`src/rtl/dmem_arbiter.sv`:
```
// Single-port data-memory arbiter between the MO-stage pipeline port and a debug/DMA port.
// Debug gets idle slots, a forced slot after STARVE_LIMIT denied cycles, or a locked burst.
module dmem_arbiter #(
    parameter int AW           = 24,
    parameter int DW           = 24,
    parameter int STARVE_LIMIT = 4
) (
    input  logic          clk,
    input  logic          rst,
    input  logic          p_req,
    input  logic          p_we,
    input  logic [AW-1:0] p_addr,
    input  logic [DW-1:0] p_wdata,
    output logic          p_stall,
    output logic [DW-1:0] p_rdata,
    output logic          p_rvalid,
    input  logic          d_req,
    input  logic          d_we,
    input  logic          d_lock,
    input  logic [AW-1:0] d_addr,
    input  logic [DW-1:0] d_wdata,
    output logic          d_gnt,
    output logic [DW-1:0] d_rdata,
    output logic          d_rvalid,
    output logic          mem_en,
    output logic          mem_we,
    output logic [AW-1:0] mem_addr,
    output logic [DW-1:0] mem_wdata,
    input  logic [DW-1:0] mem_rdata
);

    typedef enum logic {ARB = 1'b0, DLOCK = 1'b1} state_e;
    typedef enum logic [1:0] {OWN_NONE = 2'd0, OWN_P = 2'd1, OWN_D = 2'd2} owner_e;

    localparam logic [3:0] LIMIT = 4'(STARVE_LIMIT);

    state_e        state_q, state_d;
    owner_e        rd_owner_q, rd_owner_d;
    logic [3:0]    wait_cnt_q, wait_cnt_d;
    logic [DW-1:0] p_hold_q, p_hold_d;
    logic [DW-1:0] d_hold_q, d_hold_d;
    logic [3:0]    eff_wait_s;
    logic          locked_s;
    logic          grant_p_s;
    logic          grant_d_s;

    // Arbitration, lock FSM and starvation counter.
    always_comb begin
        state_d    = state_q;
        eff_wait_s = wait_cnt_q;
        locked_s   = 1'b0;
        grant_p_s  = 1'b0;
        grant_d_s  = 1'b0;
        case (state_q)
            ARB: begin
                eff_wait_s = wait_cnt_q;
            end
            DLOCK: begin
                // The cycle that leaves the burst is arbitrated fresh, so the pipeline wins it.
                if (d_req && d_lock) begin
                    locked_s = 1'b1;
                end else begin
                    state_d    = ARB;
                    eff_wait_s = 4'd0;
                end
            end
            default: begin
                state_d    = ARB;
                eff_wait_s = 4'd0;
            end
        endcase

        if (locked_s) begin
            grant_d_s = 1'b1;
        end else if (d_req && (!p_req || eff_wait_s == LIMIT)) begin
            grant_d_s = 1'b1;
            if (d_lock) begin
                state_d = DLOCK;
            end else begin
                state_d = ARB;
            end
        end else begin
            grant_p_s = p_req;
        end

        if (grant_d_s || !d_req) begin
            wait_cnt_d = 4'd0;
        end else if (eff_wait_s >= LIMIT) begin
            wait_cnt_d = LIMIT;
        end else begin
            wait_cnt_d = eff_wait_s + 4'd1;
        end
    end

    // Memory pin steering and read-ownership bookkeeping.
    always_comb begin
        mem_en     = 1'b0;
        mem_we     = 1'b0;
        mem_addr   = {AW{1'b0}};
        mem_wdata  = {DW{1'b0}};
        rd_owner_d = OWN_NONE;
        if (grant_d_s) begin
            mem_en     = 1'b1;
            mem_we     = d_we;
            mem_addr   = d_addr;
            mem_wdata  = d_wdata;
            rd_owner_d = d_we ? OWN_NONE : OWN_D;
        end else if (grant_p_s) begin
            mem_en     = 1'b1;
            mem_we     = p_we;
            mem_addr   = p_addr;
            mem_wdata  = p_wdata;
            rd_owner_d = p_we ? OWN_NONE : OWN_P;
        end else begin
            rd_owner_d = OWN_NONE;
        end

        p_hold_d = (rd_owner_q == OWN_P) ? mem_rdata : p_hold_q;
        d_hold_d = (rd_owner_q == OWN_D) ? mem_rdata : d_hold_q;
    end

    // State, counter, owner and read-data hold registers.
    always_ff @(posedge clk or posedge rst) begin
        if (rst) begin
            state_q    <= ARB;
            wait_cnt_q <= 4'd0;
            rd_owner_q <= OWN_NONE;
            p_hold_q   <= {DW{1'b0}};
            d_hold_q   <= {DW{1'b0}};
        end else begin
            state_q    <= state_d;
            wait_cnt_q <= wait_cnt_d;
            rd_owner_q <= rd_owner_d;
            p_hold_q   <= p_hold_d;
            d_hold_q   <= d_hold_d;
        end
    end

    assign p_stall  = p_req && !grant_p_s;
    assign d_gnt    = grant_d_s;
    assign p_rvalid = (rd_owner_q == OWN_P);
    assign d_rvalid = (rd_owner_q == OWN_D);
    assign p_rdata  = p_rvalid ? mem_rdata : p_hold_q;
    assign d_rdata  = d_rvalid ? mem_rdata : d_hold_q;

endmodule

```
`config.mk`:
```
export PLATFORM = sky130hd
export DESIGN_NAME = dmem_arbiter
export DESIGN_NICKNAME = d
export VERILOG_FILES = /design/src/rtl/dmem_arbiter.sv
export SDC_FILE = /design/constraint.sdc
export NUM_CORES = 1
export LEC_CHECK = 0
export ABC_CLOCK_PERIOD_IN_PS = 2650
export BUFFER_PORTS_ARGS = -buffer_cell sky130_fd_sc_hd__buf_4
export CORE_UTILIZATION = 25
export DETAILED_ROUTE_END_ITERATION = 8
export PLACE_DENSITY_LB_ADDON = 0.25
export SYNTH_ARGS = -nofsm -noshare
export SYNTH_HDL_FRONTEND = slang
export SYNTH_SLANG_ARGS = --single-unit
```
`constraint.sdc`:
```
create_clock -name clk -period 2.65 [get_ports clk]
set_input_delay 0.53 -clock clk [delete_from_list [all_inputs] [get_ports clk]]
set_output_delay 0.53 -clock clk [all_outputs]
set_load 0.01 [all_outputs]
```
==> results.sh, run 1 <==
export IMPL_hp_class="in -> async"
export IMPL_clkPwrFrac=0.224
export IMPL_fp_coreArea_mm2=0.0138
export IMPL_worstPathMaxFanout=7
export IMPL_crit_slowest_cell="dfrtp_1"
export IMPL_core_rowCount=43
export IMPL_drive_above_1_share=0.604
export IMPL_path_clk_slew_ns=0.07
export IMPL_ys_seq_area_frac=0.389
export IMPL_cts_made_buffers=5
export IMPL_cts_max_path_buffers=2
export IMPL_setup_viol=0
export IMPL_setup_worst_path_class="reg -> out"
export IMPL_wl_per_cell_um=15.0
export IMPL_dieArea_mm2=0.0146
export IMPL_drtIter0Drc=141
export IMPL_clock_fmax_mhz=380
export IMPL_num_vias=3657
export IMPL_cts_tree="yes"
export IMPL_synth_net_count=497
export IMPL_finalHoldViolCount=0
export IMPL_io_pins=229
export IMPL_clk_latency_ns=0.29
export IMPL_p_leak_nw=2.95
export IMPL_p_sw_uw=879
export IMPL_dr_pass1_iters=4
export IMPL_grt_max_degree=31
export IMPL_cts_hold_fix_buffers=0
export IMPL_rsz0062_at_grt="yes"
export IMPL_skew_ns=0.00776
export IMPL_h_tree_depth=2
export IMPL_synth_distinct_cells=29
export IMPL_cp_common_cell="buf_12"
export IMPL_root_buffer="clkbuf_16"
export IMPL_numClockSinks=55
export IMPL_cpPeakStageDelay_ns=0.40
export IMPL_p_per_area_mw_per_mm2=494
export IMPL_cp_startpoint="state_q"
export IMPL_gp_congestion=0.753
export IMPL_fin_util=0.431
export IMPL_viasPerCell=4.70
export IMPL_drcViolationCount=0
export IMPL_end_kind="primary output"
export IMPL_p_int_mw=2.07
export IMPL_min_period_ns=2.63
export IMPL_ys_warnings_count=0
export IMPL_grt_pass1_vias=3683
export IMPL_die_y_um=121
export IMPL_layout_common_cells="buf_4, dfrtp_1, inv_1"
export IMPL_cap_violations=0
export IMPL_die_x_um=121
export IMPL_required_ns=2.12
export IMPL_drtAntennaViolNets=0
export IMPL_worst_endpoint_arrival_ns=2.10
export IMPL_preCtsSetupSlack_ns=-0.0830
export IMPL_syn_area_mm2=0.00354
export IMPL_grt_overflow_total=0
export IMPL_relSlewSlack=0.610
export IMPL_p_comb_frac=0.425
export IMPL_finalNetCount=726
export IMPL_status="finished, final reports clean"
export IMPL_totalWireLength_um=11600
export IMPL_hpwlAfterDp_um=8570
export IMPL_fillers=1348
export IMPL_p_seq_frac=0.351
export IMPL_tightest_slew_ns=0.584
export IMPL_cp_start_kind="flop"
export IMPL_rr_startpoint="state_q"
export IMPL_io_buffers=228
export IMPL_diodes=0
export IMPL_start_util=0.256
export IMPL_ir_drop_v=0.000264
export IMPL_antenna_found_initial=0
export IMPL_ys_ff_latch=55
export IMPL_worst_slack_ns=0.0160
export IMPL_synthCells=368
export IMPL_swShare=0.298
export IMPL_areaGrowthSynthToFinish_pct=68.2
export IMPL_track_usage=0.154
export IMPL_mostFrequentLayoutCell="buf_4"
export IMPL_finalCritPeriodShare=0.994
export IMPL_grt_pass1_wl_um=18200
export IMPL_synth_avg_cell_area_um2=9.62
export IMPL_maxSlewViolCount=0
export IMPL_cp_cell_sequence="a21boi_2 > inv_2 > ha_4 > and4bb_4 > o21ai_4 > buf_12 > buf_12 > o221ai_1 > buf_4"
## state kept, by name (all words and copies together), names as in the netlist
| signal | flops |
|---|---|
| wait_cnt_q | 4 |
| d_hold_q | 24 |
| p_hold_q | 24 |
| state_q | 1 |
| rd_owner_q | 2 |
## cell usage after synthesis, drive strengths merged
| cell | instances | area, um2 |
|---|---|---|
| nand3b | 1 | 7.51 |
| mux2 | 48 | 541 |
| a21o | 1 | 7.51 |
| nor4 | 1 | 6.26 |
| o221ai | 49 | 567 |
| inv | 54 | 203 |
| o2111a | 1 | 11.3 |
| and2 | 1 | 6.26 |
| conb | 1 | 3.75 |
| a21bo | 1 | 10.0 |
| a21oi | 4 | 20.0 |
| ha | 2 | 25.0 |
| o21ai | 1 | 16.3 |
| nor2 | 3 | 11.3 |
| a21boi | 2 | 18.8 |
| clkbuf | 13 | 48.8 |
| nor2b | 2 | 12.5 |
| or2 | 1 | 6.26 |
| nand2b | 2 | 12.5 |
| buf | 21 | 154 |
| dfrtp | 55 | 1380 |
| and4bb | 1 | 16.3 |
| nand2 | 53 | 199 |
| nand3 | 49 | 245 |
| nor4b | 1 | 15.0 |
## critical path: cells and delay by family (launching register included)
kind / cells / cell delay [ns]
AND/OR/NAND/NOR: 1 / 0.21
AO/OA/AOI/OAI: 3 / 0.49
flip-flops: 1 / 0.40
adder cells (fa/ha/maj): 1 / 0.16
buffers and inverters: 4 / 0.54
## area by class of cell
cell class / instances / area (um2) / area share
Clock inverter: 1 / 8.76 / 0.00147
Multi-Input combinational cell: 225 / 1890 / 0.318
Tap cell: 180 / 225 / 0.0378
Clock buffer: 7 / 143 / 0.0240
Inverter: 54 / 203 / 0.0340
Sequential cell: 55 / 1380 / 0.231
Timing Repair Buffer: 256 / 2110 / 0.354
## per-layer routing
metal,vias up,wire [um],global-route usage
li1,1750,-,-
met1,1745,4860,0.191
met2,156,5860,0.277
met3,6,842,0.0277
met4,0,74,0.0340
met5,-,0,0
## kinds of logic (layout without fill, tap and decap cells)
| family | after synthesis | in the layout | share of synthesized area |
|---|---|---|---|
| adder cells (fa/ha/maj) | 2 | 2 | 0.00707 |
| multiplexers | 48 | 48 | 0.153 |
| flip-flops | 55 | 55 | 0.389 |
| AND/OR/NAND/NOR | 115 | 115 | 0.152 |
| other | 1 | 1 | 0.00106 |
| AO/OA/AOI/OAI | 59 | 59 | 0.184 |
| buffers and inverters | 88 | 318 | 0.115 |
## final timing paths
check | to | depth (start not counted) | slack, ns
worst min register to register | d_hold_q[3] | 1 | 0.50
worst min-delay path | d_hold_q[16] | 2 | 0.31
max in group asynchronous | p_hold_q[9] | 3 | 1.78
worst max-delay path | mem_wdata[5] | 9 | 0.02
worst max register to register | wait_cnt_q[1] | 7 | 0.92
min in group clk | rd_owner_q[1] | 2 | 0.41
## power by group through the flow
stage          clock network, mW  registers, mW  logic, mW
6_report                   0.658           1.03       1.25
5_1_grt                    0.719           1.05       1.35
4_1_cts                    0.681           1.04       1.25
3_5_place_dp                   0           1.05       1.20
3_3_place_gp                   0           1.04       1.18
2_1_floorplan                  0           1.04      0.580
## repair_timing
item                                    in CTS  in global routing
endpoints found under the setup margin      49                 40
setup buffers                                4                  2
gates cloned                                 3                  2
gates resized for setup                     19                 14
hold endpoints to repair                     0                  0
pin swaps                                    2                  3
## metrics by stage
stage	power [mW]	setup TNS, ns	area, um2	hold WS (ns)	instances
floorplan	1.62	0	3540	0.512	368
global placement	2.22	-2.12	5510	0.478	761
detailed placement	2.26	-2.43	5510	0.487	761
CTS	2.97	-0.102	5860	0.329	776
global route	3.13	-2.20	5950	0.364	778
finish	2.94	0	5950	0.308	778
Note: power is estimated with default switching activity, not from simulation.
==> inputs of run 2 (changes only) <==
==> constraint.sdc (replaced) <==
create_clock -name clk -period 2.65 [get_ports clk]
set_input_delay 0.53 -clock clk [delete_from_list [all_inputs] [get_ports clk]]
set_output_delay 0.53 -clock clk [all_outputs]
set_load 0.1 [all_outputs]
==> run 2 against run 1 <==
Compared with the run above: the run now ends with setup timing left; critical path type unchanged; non-clock buffer count increased by 1; worst hold slack better by 0.020 ns; highest routed layer unchanged; routed wire length up 0.68%.
==> results.sh, run 2 (synthesis results as in run 1) <==
export IMPL_start_util=0.256
export IMPL_path_clk_slew_ns=0.07
export IMPL_die_x_um=121
export IMPL_rsz0062_at_grt="yes"
export IMPL_ir_drop_v=0.000270
export IMPL_met2_usage=0.300
export IMPL_tightest_slew_ns=0.642
export IMPL_dr_pass1_iters=4
export IMPL_numClockSinks=55
export IMPL_totalWireLength_um=11700
export IMPL_busiest_layer="met2"
export IMPL_end_kind="primary output"
export IMPL_layout_common_cells="buf_4, dfrtp_1, inv_1, nand2_1"
export IMPL_drive_above_1_share=0.626
export IMPL_skew_ns=0.00301
export IMPL_finalHoldViolCount=0
export IMPL_hp_class="in -> async"
export IMPL_setup_viol=19
export IMPL_drtAntennaViolNets=0
export IMPL_status="finished, violations left"
export IMPL_finalCritPeriodShare=1.01
export IMPL_track_usage=0.161
export IMPL_drcViolationCount=0
export IMPL_fin_util=0.502
export IMPL_grt_pass1_vias=3900
export IMPL_diodes=0
export IMPL_grtUsageMet3=0.0409
export IMPL_cts_hold_fix_buffers=0
export IMPL_finalNetCount=727
export IMPL_p_leak_nw=3.13
export IMPL_relSlewSlack=0.571
export IMPL_worst_endpoint_arrival_ns=2.14
export IMPL_mostFrequentLayoutCell="buf_4"
export IMPL_gp_congestion=0.780
export IMPL_cts_tree="yes"
export IMPL_clock_fmax_mhz=374
export IMPL_reg_top3="d_hold_q x24, p_hold_q x24, wait_cnt_q x4"
export IMPL_grt_max_degree=54
export IMPL_ff2ff_setup_slack_ns=0.91
export IMPL_antenna_found_initial=0
export IMPL_grt_overflow_total=0
export IMPL_cap_violations=0
export IMPL_fillers=1236
export IMPL_io_pins=229
export IMPL_core_rowCount=43
export IMPL_viasPerCell=4.78
export IMPL_h_tree_depth=2
export IMPL_cts_made_buffers=5
export IMPL_p_per_area_mw_per_mm2=714
export IMPL_holdWs_ns=0.329
export IMPL_cp_start_kind="flop"
export IMPL_r2r_end="wait_cnt_q[0]"
export IMPL_drtIter0Drc=148
export IMPL_fp_coreArea_mm2=0.0138
export IMPL_root_buffer="clkbuf_16"
export IMPL_grt_use_met1=0.178
export IMPL_wl_per_cell_um=15.0
export IMPL_worstPathMaxFanout=8
export IMPL_die_y_um=121
export IMPL_setup_worst_path_class="reg -> out"
export IMPL_reg2reg_depth=7
export IMPL_rr_startpoint="state_q"
export IMPL_cts_max_path_buffers=2
export IMPL_required_ns=2.12
export IMPL_worst_slack_ns=-0.0229
export IMPL_areaGrowthSynthToFinish_pct=96.2
export IMPL_io_buffers=228
export IMPL_violations="setup timing"
export IMPL_maxSlewViolCount=0
export IMPL_clk_latency_ns=0.29
export IMPL_hpwlAfterDp_um=8820
export IMPL_grt_pass1_wl_um=18900
export IMPL_min_period_ns=2.67
export IMPL_dieArea_mm2=0.0146
export IMPL_num_vias=3726
## run 2: cell count changes in the layout (fill, tap and decap cells not counted), moves of 2 or more
cell,previous run,this run
buf_12,8,43
o221ai_4,0,49
o221ai_1,14,0
nand2_1,50,52
buf_4,241,211
buf_16,2,0
o221ai_2,35,0
clkbuf_16,7,5
nand2_4,2,0
## run 2: layout make-up
type / count / area, um2 / share of cell area
inverters: 54 / 206 / 0.0297
multi-input cells: 225 / 2510 / 0.361
clock inverters: 1 / 8.76 / 0.00126
clock buffers: 7 / 143 / 0.0205
well taps: 180 / 225 / 0.0324
repair buffers: 257 / 2480 / 0.357
flip-flops and latches: 55 / 1380 / 0.198
## run 2: timing repair
item	in CTS	in global routing
setup buffers	1	0
endpoints found under the setup margin	49	50
pin swaps	1	1
resized for setup	90	3
## run 2: power breakdown
part / leakage [nW] / internal [mW] / total (mW) / switching, mW
clock: 0.0741 / 0.378 / 0.655 / 0.277
combinational: 2.40 / 0.908 / 3.27 / 2.36
sequential: 0.657 / 0.996 / 1.03 / 0.0374
total: 3.13 / 2.28 / 4.96 / 2.67
## run 2: worst max path at each step
stage / startpoint / endpoint / slack (ns) / depth (start not counted)
final: state_q / mem_wdata[4] / -0.02 / 9
after CTS: state_q / mem_wdata[0] / -0.04 / 9
after detailed placement: d_req / mem_wdata[0] / -0.07 / 11
after floorplan: d_req / d_gnt / 0.0006 / 8
after global routing: state_q / mem_wdata[3] / -0.10 / 9
after global placement: d_req / mem_addr[1] / -0.05 / 11
## run 2: stage by stage
stage,cell area (um2),std cells,TNS (ns),power (mW),setup slack (ns)
after floorplan,4300,368,0,3.51,0.000584
final,6950,779,-0.197,4.96,-0.0229
after global routing,6950,779,-3.54,5.15,-0.100
after CTS,6930,779,-0.659,5.00,-0.0363
after detailed placement,6400,770,-2.43,4.18,-0.0727
after global placement,6400,770,-1.35,4.14,-0.0526
## run 2: layer usage
metal  wire, um  up-vias
met5          0        -
met4        153        0
met3        906       11
met2       6280      148
met1       4390     1814
li1           -     1753
## run 2: critical path, stage by stage (launching register included)
cell and delay, ns:
dfrtp_1 0.41, a21boi_2 0.15, inv_1 0.06, ha_2 0.18
and4bb_4 0.21, o21ai_4 0.19, buf_12 0.18, buf_12 0.16
o221ai_4 0.13, buf_12 0.18
==> inputs of run 3 (changes only) <==
==> constraint.sdc (replaced) <==
create_clock -name clk -period 2.65 [get_ports clk]
set_input_delay 0 -clock clk [delete_from_list [all_inputs] [get_ports clk]]
set_output_delay 0 -clock clk [all_outputs]
set_load 0.1 [all_outputs]
==> run 3 against run 2 <==
Compared with the run above: the run now ends clean; critical endpoint is now mem_addr[8]; worst hold slack lost 0.29 ns; flip-flop and latch count unchanged; sequential power hardly changed; first-iteration DRC count shrank 6.1%; register-to-register slack worse by 0.35 ns; clock power up 4.3%.
==> results.sh, run 3 (synthesis results as in run 1) <==
export IMPL_dieArea_mm2=0.0146
export IMPL_p_sw_mw=2.55
export IMPL_hpwlAfterDp_um=8610
export IMPL_p_int_mw=2.08
export IMPL_maxSlewViolCount=0
export IMPL_cap_violations=0
export IMPL_hp_class="in -> reg"
export IMPL_numClockSinks=55
export IMPL_dr_pass1_iters=4
export IMPL_io_buffers=228
export IMPL_status="finished, final reports clean"
export IMPL_placed_area_mm2=0.00541
export IMPL_finalCritPeriodShare=0.924
export IMPL_swShare=0.551
export IMPL_drtIter0Drc=139
export IMPL_mostFrequentLayoutCell="buf_4"
export IMPL_antenna_found_initial=0
export IMPL_core_rowCount=43
export IMPL_io_pins=229
export IMPL_rsz0062_at_grt="no"
export IMPL_cts_made_buffers=5
export IMPL_p_seq_frac=0.223
export IMPL_required_ns=2.65
export IMPL_design_area_mm2=0.00586
export IMPL_grt_pass1_wl_um=18200
export IMPL_areaGrowthSynthToFinish_pct=65.6
export IMPL_num_vias=3710
export IMPL_viasPerCell=4.70
export IMPL_worst_endpoint_arrival_ns=2.45
export IMPL_root_buffer="clkbuf_16"
export IMPL_instances_no_fill=790
export IMPL_setup_viol=0
export IMPL_grt_overflow_total=0
export IMPL_cpPeakStageDelay_ns=0.38
export IMPL_gp_congestion=0.739
export IMPL_diodes=0
export IMPL_relSlewSlack=0.535
export IMPL_totalWireLength_um=11600
export IMPL_fin_util=0.424
export IMPL_finalNetCount=738
export IMPL_placed_cells=753
export IMPL_cp_start_kind="flop"
export IMPL_p_total_mw=4.63
export IMPL_path_clk_slew_ns=0.06
export IMPL_layout_common_cells="buf_4, dfrtp_1, nand2_1, inv_1, nand3_1"
export IMPL_drive_above_1_share=0.538
export IMPL_setup_worst_path_class="reg -> out"
export IMPL_fp_coreArea_mm2=0.0138
export IMPL_end_kind="primary output"
export IMPL_clkPwrFrac=0.147
export IMPL_p_leak_nw=2.90
export IMPL_wl_per_cell_um=14.7
export IMPL_cts_tree="yes"
export IMPL_final_seq_area_mm2=0.00138
export IMPL_die_x_um=121
export IMPL_fillers=1328
export IMPL_skew_ns=0.00275
export IMPL_start_util=0.256
export IMPL_cp_common_cell="buf_4"
export IMPL_p_per_area_mw_per_mm2=790
export IMPL_track_usage=0.154
export IMPL_cp_cell_sequence="a21boi_1 > inv_1 > ha_1 > and4bb_4 > o21ai_4 > buf_4 > o221ai_1 > buf_4"
export IMPL_multi_input_area_mm2=0.00179
export IMPL_grt_max_degree=52
export IMPL_drcViolationCount=0
export IMPL_grt_pass1_vias=3675
export IMPL_clock_fmax_mhz=408
export IMPL_min_period_ns=2.45
export IMPL_reg_top3="d_hold_q x24, p_hold_q x24, wait_cnt_q x4"
export IMPL_cts_max_path_buffers=2
export IMPL_drtAntennaViolNets=0
export IMPL_worstPathMaxFanout=12
export IMPL_finalHoldViolCount=0
export IMPL_ir_drop_v=0.000315
export IMPL_clk_latency_ns=0.29
export IMPL_h_tree_depth=2
export IMPL_tightest_slew_ns=0.697
export IMPL_die_y_um=121
export IMPL_p_comb_frac=0.630
export IMPL_crit_slowest_cell="dfrtp_1"
[run 3: path summary, 6_finish.rpt]
| check | start | to | slack, ns | cells after the start |
|---|---|---|---|---|
| min | d_req | wait_cnt_q[2] | 0.03 | 2 |
| max in group asynchronous | rst | p_hold_q[10] | 1.51 | 4 |
| max | state_q | mem_addr[8] | 0.20 | 8 |
| min reg2reg | d_hold_q[3] | d_hold_q[3] | 0.50 | 1 |
| max reg2reg | state_q | rd_owner_q[0] | 0.56 | 7 |
| min in group asynchronous | rst | d_hold_q[23] | 0.39 | 3 |
[run 3: critical path, delay by kind of cell (launching register included)]
family          cells  cell delay, ns
flops               1            0.38
buf+inv             3            0.63
fa+ha+maj           1            0.22
simple gates        1            0.23
compound gates      3            0.70
[run 3: power groups by stage]
| stage | logic, mW | registers, mW | clock network (mW) |
|---|---|---|---|
| 6_report | 2.92 | 1.03 | 0.683 |
| 5_1_grt | 3.01 | 1.05 | 0.754 |
| 4_1_cts | 2.93 | 1.03 | 0.718 |
| 3_5_place_dp | 2.89 | 1.05 | 0 |
| 3_3_place_gp | 2.87 | 1.04 | 0 |
| 2_1_floorplan | 2.29 | 1.04 | 0 |
[run 3: timing repair]
action,4_1_cts,5_1_grt
setup buffers,0,0
endpoints found under the setup margin,0,33
hold buffers,29,0
hold endpoints to repair,84,0
gates resized for setup,0,1
[run 3: final cells by class]
cell class	count	area share
Inverter	54	0.0346
Multi-Input combinational cell	225	0.305
Clock buffer	7	0.0260
Sequential cell	55	0.235
Clock inverter	1	0.00128
Timing Repair Buffer	268	0.360
Tap cell	180	0.0384
[run 3: through the flow]
stage                     worst slack, ns  setup TNS (ns)  hold WS (ns)
after floorplan                    -0.129           -3.09        0.0664
after global placement              0.476               0         0.158
after detailed placement            0.410               0         0.165
after CTS                          0.0787               0        0.0166
after global routing               0.0499               0        0.0177
final                               0.201               0        0.0336
[run 3: per-layer routing]
| layer | GRT usage | share of wire |
|---|---|---|
| met2 | 0.267 | 0.48 |
| met3 | 0.0376 | 0.083 |
| met5 | 0 | 0 |
| met1 | 0.192 | 0.42 |
| met4 | 0.0355 | 0.0080 |
